$ cat src/rtl/fp16_align_pipe.sv
// Two-stage multi-lane FP mantissa aligner: finds the maximum effective exponent
// and right-shifts every lane's mantissa to it, keeping guard bits and a sticky bit.
module fp16_align_pipe #(
  parameter int LANES = 4,
  parameter int EXP_W = 5,
  parameter int MAN_W = 10,
  parameter int GUARD = 3
) (
  input  logic                                 clk,
  input  logic                                 rst_n,
  input  logic                                 in_valid,
  output logic                                 in_ready,
  input  logic [LANES*(1+EXP_W+MAN_W)-1:0]     in_data,
  output logic                                 out_valid,
  input  logic                                 out_ready,
  output logic [LANES*(MAN_W+1+GUARD)-1:0]     out_mant,
  output logic [LANES-1:0]                     out_sign,
  output logic [LANES-1:0]                     out_sticky,
  output logic [EXP_W-1:0]                     out_exp,
  output logic                                 out_special
);

  localparam int LW = 1 + EXP_W + MAN_W;
  localparam int AW = MAN_W + 1 + GUARD;
  localparam logic [EXP_W-1:0] EXP_ZERO = {EXP_W{1'b0}};
  localparam logic [EXP_W-1:0] EXP_ONE  = EXP_W'(1);
  localparam logic [EXP_W-1:0] EXP_ONES = {EXP_W{1'b1}};

  // Saturating right shift; returns {sticky, mantissa}. Shifts of AW or more flush everything to sticky.
  function automatic logic [AW:0] align_lane(input logic [AW-1:0] ext, input logic [EXP_W-1:0] sh);
    logic [AW-1:0] mask;
    logic [AW:0]   res;
    mask = {AW{1'b0}};
    if (int'(sh) >= AW) begin
      res = {|ext, {AW{1'b0}}};
    end else begin
      mask = ~({AW{1'b1}} << sh);
      res  = {|(ext & mask), ext >> sh};
    end
    return res;
  endfunction

  logic                              v1_r, v2_r;
  logic                              s2_ready_s, load1_s, load2_s;

  logic [LANES-1:0][EXP_W-1:0]       exp_raw_s, eff_s;
  logic [LANES-1:0][AW-1:0]          ext_s;
  logic [LANES-1:0]                  sign_s;
  logic [EXP_W-1:0]                  max_eff_s;
  logic                              special_s;

  logic [LANES-1:0][EXP_W-1:0]       eff_r;
  logic [LANES-1:0][AW-1:0]          ext_r;
  logic [LANES-1:0]                  sign1_r;
  logic [EXP_W-1:0]                  max_eff_r;
  logic                              special1_r;

  logic [LANES-1:0][EXP_W-1:0]       sh_s;
  logic [LANES-1:0][AW-1:0]          mant_s;
  logic [LANES-1:0]                  sticky_s;

  logic [LANES-1:0][AW-1:0]          mant_r;
  logic [LANES-1:0]                  sticky_r, sign2_r;
  logic [EXP_W-1:0]                  exp2_r;
  logic                              special2_r;

  assign s2_ready_s = !v2_r || out_ready;
  assign in_ready   = !v1_r || s2_ready_s;
  assign load1_s    = in_valid && in_ready;
  assign load2_s    = v1_r && s2_ready_s;

  // Lane decode and maximum effective exponent reduction for the incoming vector.
  always_comb begin
    exp_raw_s = '0;
    eff_s     = '0;
    ext_s     = '0;
    sign_s    = '0;
    max_eff_s = EXP_ZERO;
    special_s = 1'b0;
    for (int i = 0; i < LANES; i++) begin
      exp_raw_s[i] = in_data[i*LW+MAN_W +: EXP_W];
      eff_s[i]     = (exp_raw_s[i] == EXP_ZERO) ? EXP_ONE : exp_raw_s[i];
      ext_s[i]     = {(exp_raw_s[i] != EXP_ZERO), in_data[i*LW +: MAN_W], {GUARD{1'b0}}};
      sign_s[i]    = in_data[i*LW+LW-1];
      special_s    = special_s | (exp_raw_s[i] == EXP_ONES);
      if (eff_s[i] > max_eff_s) begin
        max_eff_s = eff_s[i];
      end else begin
        max_eff_s = max_eff_s;
      end
    end
  end

  // Stage 1 registers: valid bit plus decoded lanes and the shared maximum.
  always_ff @(posedge clk or negedge rst_n) begin
    if (!rst_n) begin
      v1_r       <= 1'b0;
      eff_r      <= '0;
      ext_r      <= '0;
      sign1_r    <= '0;
      max_eff_r  <= EXP_ZERO;
      special1_r <= 1'b0;
    end else begin
      v1_r <= load1_s || (v1_r && !s2_ready_s);
      if (load1_s) begin
        eff_r      <= eff_s;
        ext_r      <= ext_s;
        sign1_r    <= sign_s;
        max_eff_r  <= max_eff_s;
        special1_r <= special_s;
      end
    end
  end

  // Per-lane shift amount and saturating alignment of the stage 1 contents.
  always_comb begin
    sh_s     = '0;
    mant_s   = '0;
    sticky_s = '0;
    for (int i = 0; i < LANES; i++) begin
      sh_s[i] = max_eff_r - eff_r[i];
      {sticky_s[i], mant_s[i]} = align_lane(ext_r[i], sh_s[i]);
    end
  end

  // Stage 2 registers drive the outputs directly; held while downstream stalls.
  always_ff @(posedge clk or negedge rst_n) begin
    if (!rst_n) begin
      v2_r       <= 1'b0;
      mant_r     <= '0;
      sticky_r   <= '0;
      sign2_r    <= '0;
      exp2_r     <= EXP_ZERO;
      special2_r <= 1'b0;
    end else begin
      v2_r <= load2_s || (v2_r && !out_ready);
      if (load2_s) begin
        mant_r     <= mant_s;
        sticky_r   <= sticky_s;
        sign2_r    <= sign1_r;
        exp2_r     <= max_eff_r;
        special2_r <= special1_r;
      end
    end
  end

  assign out_valid   = v2_r;
  assign out_mant    = mant_r;
  assign out_sticky  = sticky_r;
  assign out_sign    = sign2_r;
  assign out_exp     = exp2_r;
  assign out_special = special2_r;

endmodule
$ cat config.mk
export PLATFORM = sky130hd
export DESIGN_NAME = fp16_align_pipe
export DESIGN_NICKNAME = d
export VERILOG_FILES = /design/src/rtl/fp16_align_pipe.sv
export SDC_FILE = /design/constraint.sdc
export NUM_CORES = 1
export LEC_CHECK = 0
export CORE_MARGIN = 10
export CORE_UTILIZATION = 40
export CTS_CLUSTER_DIAMETER = 120
export CTS_CLUSTER_SIZE = 28
export DETAILED_ROUTE_END_ITERATION = 16
export PLACE_DENSITY = 0.68
export SLEW_MARGIN = 20
export SYNTH_ARGS = -nofsm -noshare
export SYNTH_HDL_FRONTEND = slang
export SYNTH_SLANG_ARGS = --single-unit
$ cat constraint.sdc
create_clock -name clk -period 6.32 [get_ports clk]
set_clock_uncertainty 0.2 [all_clocks]
set_input_delay 1.58 -clock clk [delete_from_list [all_inputs] [get_ports clk]]
set_output_delay 1.58 -clock clk [all_outputs]
set_load 0.01 [all_outputs]
; Word level (Yosys, flattened, before mapping)
; Index checks and enable logic that the tools add are counted.
[word_totals]
regBits = 146
wordCells = 96
[op_classes]
addsub = 4
n_lt_le_gt_ge = 8
eq_ne = 4
shifts = 8
muxes = 12
bitwise_logic = 11
reduce_logical = 28
[ops]
columns = cell, count
row1 = 15-bit 2-to-1 mux, 4
row2 = 14-bit AND, 4
row3 = 14-bit NOT, 4
row4 = 14-bit OR reduction, 4
row5 = 14-bit by 5-bit left shift with 14-bit output (first input constant), 4
row6 = 14-bit by 5-bit >> shifter with 14-bit output, 4
row7 = 11-bit OR reduction, 4
row8 = 5-bit 2-to-1 mux, 8
row9 = 5-bit equality test (second input constant), 4
row10 = 5-bit by 4-bit >= comparator with 1-bit output (second input constant), 4
row11 = 5-bit logical NOT, 4
row12 = 5-bit nonzero test, 4
row13 = 5-bit subtractor, 4
row14 = 5-bit greater-than comparator, 3
row15 = 5-bit by 1-bit greater-than comparator with 1-bit output (second input constant), 1
row16 = 1-bit logical AND, 4
row17 = 1-bit logical NOT, 4
row18 = 1-bit logical OR, 4
row19 = 1-bit OR, 3

; Logic depth before layout (Yosys ltp)
; Gate-level depths: netlist of run 1.
[logic_depth]
ltp_word = 10
mapped_depth = 28
mapped_depth_nobuf = 25

; Worst setup path before layout of run 1
; OpenSTA, ideal clock, no wires.
[synth_path]
path_type = input to register
startpoint = input port in_data[28]
endpoint = register max_eff_r[1]
setup_time_ps = 77
t_arrival_ps = 6381
slack_ps = -338
path_stages = 27
n_path_buf = 3
cell_sequence = buf_2 -> or4_1 -> nor2_1 -> nor2_1 -> ha_1 -> nor2_1 -> maj3_1 -> nor2_1 -> o221ai_4 -> mux2i_1 -> ha_1 -> nor2b_1 -> o211ai_1 -> nand3b_1 -> o21ai_0 -> clkbuf_1 -> nor2_1 -> a21o_1 -> ha_1 -> nor2b_1 -> o21a_1 -> o21ai_0 -> a21oi_1 -> o22a_1 -> clkbuf_1 -> a211o_1 -> a21oi_1
[synth_between]
elab_chain_cells = 8
[synth_rtl]
columns = element, line_no
row1 = from (decl), 13  ; input logic [LANES*(1+EXP_W+MAN_W)-1:0] in_data,
row2 = 5-bit logical NOT, 82  ; eff_s[i] = (exp_raw_s[i] == EXP_ZERO) ? EXP_ONE : exp_raw_s[i];
row3 = 5-bit 2-to-1 mux *, 82
row4 = 5-bit greater-than comparator, 86  ; if (eff_s[i] > max_eff_s) begin
row5 = 5-bit 2-to-1 mux *, 86
row6 = 5-bit greater-than comparator, 86
row7 = 5-bit 2-to-1 mux *, 86
row8 = 5-bit greater-than comparator, 86
row9 = 5-bit 2-to-1 mux *, 86
row10 = to (signal assigned), 109  ; max_eff_r <= max_eff_s;
row11 = to (decl), 55  ; logic [EXP_W-1:0] max_eff_r;
; Every way passes the cells marked *; elsewhere a longest branch is shown, timed or not.
; A chain may end at the register's enable or synchronous reset.

; Worst setup path after layout of run 1
[layout_path]
startpoint = input port in_data[28]
endpoint = register max_eff_r[2]
; The elaborated chain is that of the path after synthesis.

==> results.json, run 1 <==
{
  "grt_overflow": 0,
  "cts.sinks": 146,
  "hold_path.class": "reg -> reg",
  "layout_setup_ws_ns": 0.288,
  "finalHoldViolCount": 0,
  "fin_cells": 1500,
  "first_iter_violations": 444,
  "rsz0062_at_grt": "no",
  "hold_slack_ns": 0.272,
  "htree_levels": 4,
  "clk_pin_slew_worst_paths_ns": 0.06,
  "drv_slew": 0,
  "r2r_cells": 10,
  "setup_viol_count_final": 0,
  "syn_nets": 1147,
  "dieArea_sq_um": 28500,
  "grt_pass1_wl_um": 42200,
  "r2r_start": "max_eff_r[0]$_DFFE_PN0P_",
  "synth_top_cell_by_area": "dfrtp_1",
  "crit_fanout": 5,
  "cts_tree": "done",
  "cts_buffers": 17,
  "ys_types": 59,
  "peakVddDrop_mv": 0.168,
  "dpl_worst_slack_ns": -0.725,
  "start_util_pct": 40.6,
  "timing.slew.headroom_pct": 27.2,
  "path_class": "in -> reg",
  "powerDensity_nw_per_um2": 436,
  "clk_latency_ns": 0.43,
  "cts-root-buf": "clkbuf_16",
  "ys_warn_count": 0,
  "core-area_sq_um": 21800,
  "place_inst": 1434,
  "cp-endpoint": "max_eff_r[2]$_DFFE_PN0P_",
  "dieHeight_um": 169,
  "dr_total_vias": 8070,
  "cap_violations": 0,
  "tightest_slew_ns": 1.08,
  "critPathLaunchType": "input port",
  "finalCriticalPeriod_ns": 6.03,
  "first_pass_iters": 5,
  "reg2reg_setup_slack_ns": 2.77,
  "arrival_ns": 6.19,
  "nets": 1307,
  "fin_area_sq_um": 11600,
  "routed_wl_um": 25700,
  "synth_top_area_share_pct": 41.3,
  "synth_edf_count": 0,
  "wl_per_cell_um": 17.2,
  "dp_hpwl_um": 18400,
  "p_total_mw": 5.06,
  "syn_to_final_growth_pct": 31.3,
  "gp_congestion": 0.903,
  "rows": 54,
  "final_antenna_net_count": 0,
  "synth_area_leaders": "dfrtp_1 (41%), nand2_1 (12%), mux2i_1 (5.2%)",
  "fmaxAchievable_mhz": 166,
  "syn_area_sq_um": 8840,
  "netlist_top_cells_count": "nand2_1 (272), dfrtp_1 (146), o21ai_0 (67)",
  "drc_errors": 0,
  "routed_via_density": 5.38,
  "status": "finished clean",
  "antenna_found_initial": 0,
  "netlist_instances": 1047,
  "ys_seq_elements": 146,
  "io_pins": 140,
  "p_leak_nw": 5.43,
  "synth_most_common_cell": "nand2_1",
  "grt_start_max_net_pins": 103,
  "grt_pass1_vias": 8057,
  "critPathLaunch": "in_data[28]",
  "synthArstFlopShare_pct": 100,
  "synth_ff_type": "dfrtp_1",
  "required_ns": 6.48,
  "grt_util_all_layers_pct": 17.9,
  "synth.avg_cell_area_sq_um": 8.45,
  "io_buffers": 139,
  "diodes": 0,
  "cts_buffer_depth": 2,
  "end_kind": "flip-flop",
  "die_w_um": 169,
  "timing.final.crit_share_pct": 95.4,
  "r2r-end": "out_mant[1]$_DFFE_PN0P_",
  "dpl_cell_area_sq_um": 10600,
  "drive_gt1_share_pct": 13.6,
  "yosysSeqAreaShare_pct": 41.3
}
-- metrics by stage --
stage | TNS, ns | util (%)
after floorplan | 0 | -
after global placement | -2.53 | 48.9
after detailed placement | -3.52 | 48.9
after CTS | 0 | 52.6
after global routing | 0 | 53.4
final | 0 | 53.4
-- cell usage in the layout (no fill, tap or decap), types with 25 or more instances in the layout --
cell,count
o21ai_0,65
dfrtp_1,146
a21oi_1,56
ha_1,25
a22o_1,32
clkdlybuf4s50_1,130
nor2_1,57
nand2_1,270
inv_1,27
buf_4,72
mux2i_1,44
-- critical path, stage by stage --
cell and delay, ns:
dlymetal6s2s_1 0.14, or4_4 0.55, nor2_4 0.16, nor2_4 0.06, ha_4 0.17, a21boi_2 0.16, o311ai_2 0.11, o21a_1 0.24
o221ai_4 0.19, buf_4 0.18, mux2i_1 0.27, ha_1 0.18, nor2b_1 0.04, o211ai_1 0.16, nand3b_1 0.16, o21ai_4 0.25
nor2_2 0.07, a21o_1 0.19, ha_4 0.22, nor2b_1 0.13, o21a_1 0.17, o21ai_2 0.12, a21oi_2 0.08, o22a_2 0.24
a211o_1 0.27, a21oi_1 0.11
-- cell families (layout without fill, tap and decap cells) --
logic type      count (synthesis)  after routing  share of synthesized area (%)
compound gates                249            250                           18.4
mux                            70             70                           8.26
flops                         146            146                           41.3
simple gates                  427            427                           20.6
xor+xnor                       21             21                           2.08
buf+inv                       101            273                           4.37
fa+ha+maj                      33             33                           4.98
-- metal layers --
| layer | GRT usage, % | part of all wire [%] | vias to the layer above |
|---|---|---|---|
| met5 | 0 | 0 | - |
| li1 | - | - | 3965 |
| met2 | 28.2 | 46 | 226 |
| met1 | 23.6 | 47 | 3844 |
| met3 | 4.42 | 5.4 | 35 |
| met4 | 5.49 | 1.6 | 0 |
-- registers in the layout, indices dropped and copies added, names as in the netlist --
signal	flops
out_mant	56
ext_r	44
eff_r	20
max_eff_r	5
out_exp	5
out_sign	4
out_sticky	4
sign1_r	4
out_special	1
out_valid	1
special1_r	1
v1_r	1
-- what timing repair did --
action	4_1_cts	5_1_grt
cloned	1	0
gates resized for setup	5	32
hold endpoints to repair	0	0
setup buffers	31	2
endpoints found under the setup margin	5	5
pin swaps	13	23
hold buffers	0	0
-- where the power goes --
part	leakage [nW]	switching [mW]	internal, mW
registers	1.85	0.196	1.16
logic	3.31	1.53	1.22
clock network	0.272	0.402	0.550
total	5.43	2.13	2.93
-- worst min-delay path by stage --
stage / slack [ns] / cells past startpoint / start / to
final: 0.27 / 2 / sign1_r[1]$_DFFE_PN0P_ / out_sign[1]$_DFFE_PN0P_
after global routing: 0.30 / 1 / eff_r[19]$_DFFE_PN0P_ / eff_r[19]$_DFFE_PN0P_
after CTS: 0.27 / 2 / sign1_r[1]$_DFFE_PN0P_ / out_sign[1]$_DFFE_PN0P_
after detailed placement: 0.26 / 2 / sign1_r[1]$_DFFE_PN0P_ / out_sign[1]$_DFFE_PN0P_
after global placement: 0.25 / 2 / sign1_r[3]$_DFFE_PN0P_ / out_sign[3]$_DFFE_PN0P_
after floorplan: 0.24 / 2 / sign1_r[0]$_DFFE_PN0P_ / out_sign[0]$_DFFE_PN0P_
-- area by class of cell --
| type | instances | area [sq um] |
|---|---|---|
| clock buffers | 19 | 443 |
| clock inverters | 13 | 114 |
| multi-input cells | 801 | 4980 |
| repair buffers | 212 | 1960 |
| fillers | 2036 | 10100 |
| inverters | 29 | 109 |
| flip-flops and latches | 146 | 3650 |
| well taps | 280 | 350 |
Power figures use the tool's default switching activity.
==> inputs of run 2 (changes only) <==
--- a/config.mk
+++ b/config.mk
@@ -10,7 +10,7 @@
 export CTS_CLUSTER_DIAMETER = 120
 export CTS_CLUSTER_SIZE = 28
 export DETAILED_ROUTE_END_ITERATION = 16
-export PLACE_DENSITY = 0.68
+export PLACE_DENSITY = 0.71
 export SLEW_MARGIN = 20
 export SYNTH_ARGS = -nofsm -noshare
 export SYNTH_HDL_FRONTEND = slang
==> constraint.sdc (replaced) <==
create_clock -name clk -period 5.5 [get_ports clk]
set_clock_uncertainty 0.2 [all_clocks]
set_input_delay 1.375 -clock clk [delete_from_list [all_inputs] [get_ports clk]]
set_output_delay 1.375 -clock clk [all_outputs]
set_load 0.01 [all_outputs]
==> run 2 against run 1 <==
Compared with the run above: the flow now finishes with violations (negative setup slack); cell count up 0.80%; total power grew 18%; first-iteration DRC count rose by 35%; register-to-register slack lost 0.76 ns; non-clock buffer count rose by 12; die area stayed put; cell area rose by 1.2%; clock power up 28%; largest cell class unchanged.
==> results.json, run 2 (synthesized netlist as in run 1, its figures left out) <==
{
  "status": "finished with violations",
  "violations": "negative setup slack",
  "peakVddDrop_mv": 0.229,
  "die_w_um": 169,
  "io_pins": 140,
  "finalCriticalPeriod_ns": 5.90,
  "fmaxAchievable_mhz": 169,
  "rsz0062_at_grt": "yes",
  "drive_gt1_share_pct": 15.4,
  "multi_input_area_sq_um": 4990,
  "gp_congestion": 0.939,
  "cts_buffers": 17,
  "timing.final.crit_share_pct": 107,
  "cap_violations": 0,
  "grt_overflow": 0,
  "dieHeight_um": 169,
  "hold_path.class": "reg -> reg",
  "core-area_sq_um": 21800,
  "cpMostUsedCell": "buf_6",
  "dpl_cell_area_sq_um": 10700,
  "dieArea_sq_um": 28500,
  "finalSetupTns_ns": -1.85,
  "routed_wl_um": 26100,
  "clk_latency_ns": 0.43,
  "end_kind": "flip-flop",
  "dp_hpwl_um": 18400,
  "crit_fanout": 6,
  "drc_errors": 0,
  "dr_total_vias": 8232,
  "seq_area_sq_um": 3650,
  "hold_slack_ns": 0.265,
  "final_cell_mix": "nand2_1 (270), dfrtp_1 (146), clkdlybuf4s50_1 (130), buf_4 (82), o21ai_0 (65)",
  "drv_slew": 0,
  "cts.sinks": 146,
  "fin_cells": 1512,
  "routed_via_density": 5.44,
  "antenna_found_initial": 0,
  "final_antenna_net_count": 0,
  "cts-root-buf": "clkbuf_16",
  "first_iter_violations": 601,
  "place_inst": 1438,
  "postCtsHoldBufs": 0,
  "grt_util_all_layers_pct": 18.0,
  "p_total_mw": 5.96,
  "start_util_pct": 40.6,
  "io_buffers": 139,
  "p_leak_nw": 5.44,
  "final_core_util_pct": 54.0,
  "setup_viol_count_final": 5,
  "htree_levels": 4,
  "cpMaxStageDelayCell": "or4_4",
  "critPathLaunchType": "input port",
  "finalHoldViolCount": 0,
  "cts_tree": "done",
  "required_ns": 5.65,
  "wl_per_cell_um": 17.3,
  "clk_pin_slew_worst_paths_ns": 0.06,
  "largest_register_ffs": 56,
  "path_class": "in -> reg",
  "cts_buffer_depth": 2,
  "grt_pass1_wl_um": 42600,
  "first_pass_iters": 7,
  "grt_pass1_vias": 8190,
  "rows": 54,
  "tightest_slew_ns": 1.12,
  "grt_start_max_net_pins": 85,
  "powerDensity_nw_per_um2": 508,
  "layout_setup_ws_ns": -0.401,
  "nets": 1319,
  "diodes": 0,
  "critical_path.max_stage_delay_ns": 0.52,
  "fin_area_sq_um": 11800,
  "timing.slew.headroom_pct": 24.8,
  "fillerInstances": 2001,
  "dpl_worst_slack_ns": -1.33,
  "syn_to_final_growth_pct": 32.9,
  "arrival_ns": 6.05,
  "final_common_cell": "nand2_1"
}
-- run 2: routing by layer --
metal | global-route usage, % | vias up | share of wire (%)
li1 | - | 3992 | -
met1 | 23.1 | 3919 | 44
met2 | 29.1 | 275 | 48
met3 | 4.01 | 46 | 5.8
met4 | 6.55 | 0 | 2.2
met5 | 0 | - | 0
-- run 2: path summary, 6_finish.rpt --
check | start | to | slack [ns] | cells after the start
max | in_data[30] | max_eff_r[1]$_DFFE_PN0P_ | -0.40 | 25
min | sign1_r[0]$_DFFE_PN0P_ | out_sign[0]$_DFFE_PN0P_ | 0.27 | 2
max reg2reg | max_eff_r[0]$_DFFE_PN0P_ | out_mant[1]$_DFFE_PN0P_ | 2.01 | 10
min reg2reg | sign1_r[0]$_DFFE_PN0P_ | out_sign[0]$_DFFE_PN0P_ | 0.27 | 2
max in group asynchronous | rst_n | out_exp[1]$_DFFE_PN0P_ | 3.36 | 2
min in group asynchronous | rst_n | out_mant[27]$_DFFE_PN0P_ | 0.81 | 1
-- run 2: layout make-up --
type | instances | share of cell area, %
clock buffer | 18 | 3.74
clock inverter | 14 | 1.51
inverter | 29 | 0.926
multi-input combinational | 801 | 42.5
sequential | 146 | 31.1
tap | 280 | 2.98
timing repair buffer | 224 | 17.2
-- run 2: repair_timing --
action	in CTS	in global routing
gates resized for setup	48	22
endpoints found under the hold margin	0	0
pin swaps	28	20
cloned	1	0
setup endpoints to repair	5	5
buffers inserted	38	3
-- run 2: worst max-delay path: cells and delay by family --
family                   cells  cell delay (ns)
multiplexers                 1             0.24
AO/OA/AOI/OAI               13             2.23
adder cells (fa/ha/maj)      3             0.74
buffers and inverters        3             0.40
AND/OR/NAND/NOR              5             1.06
-- run 2: power by group --
| group | internal [mW] | switching (mW) | total (mW) |
|---|---|---|---|
| clock | 0.731 | 0.489 | 1.22 |
| combinational | 1.41 | 1.77 | 3.18 |
| sequential | 1.34 | 0.224 | 1.56 |
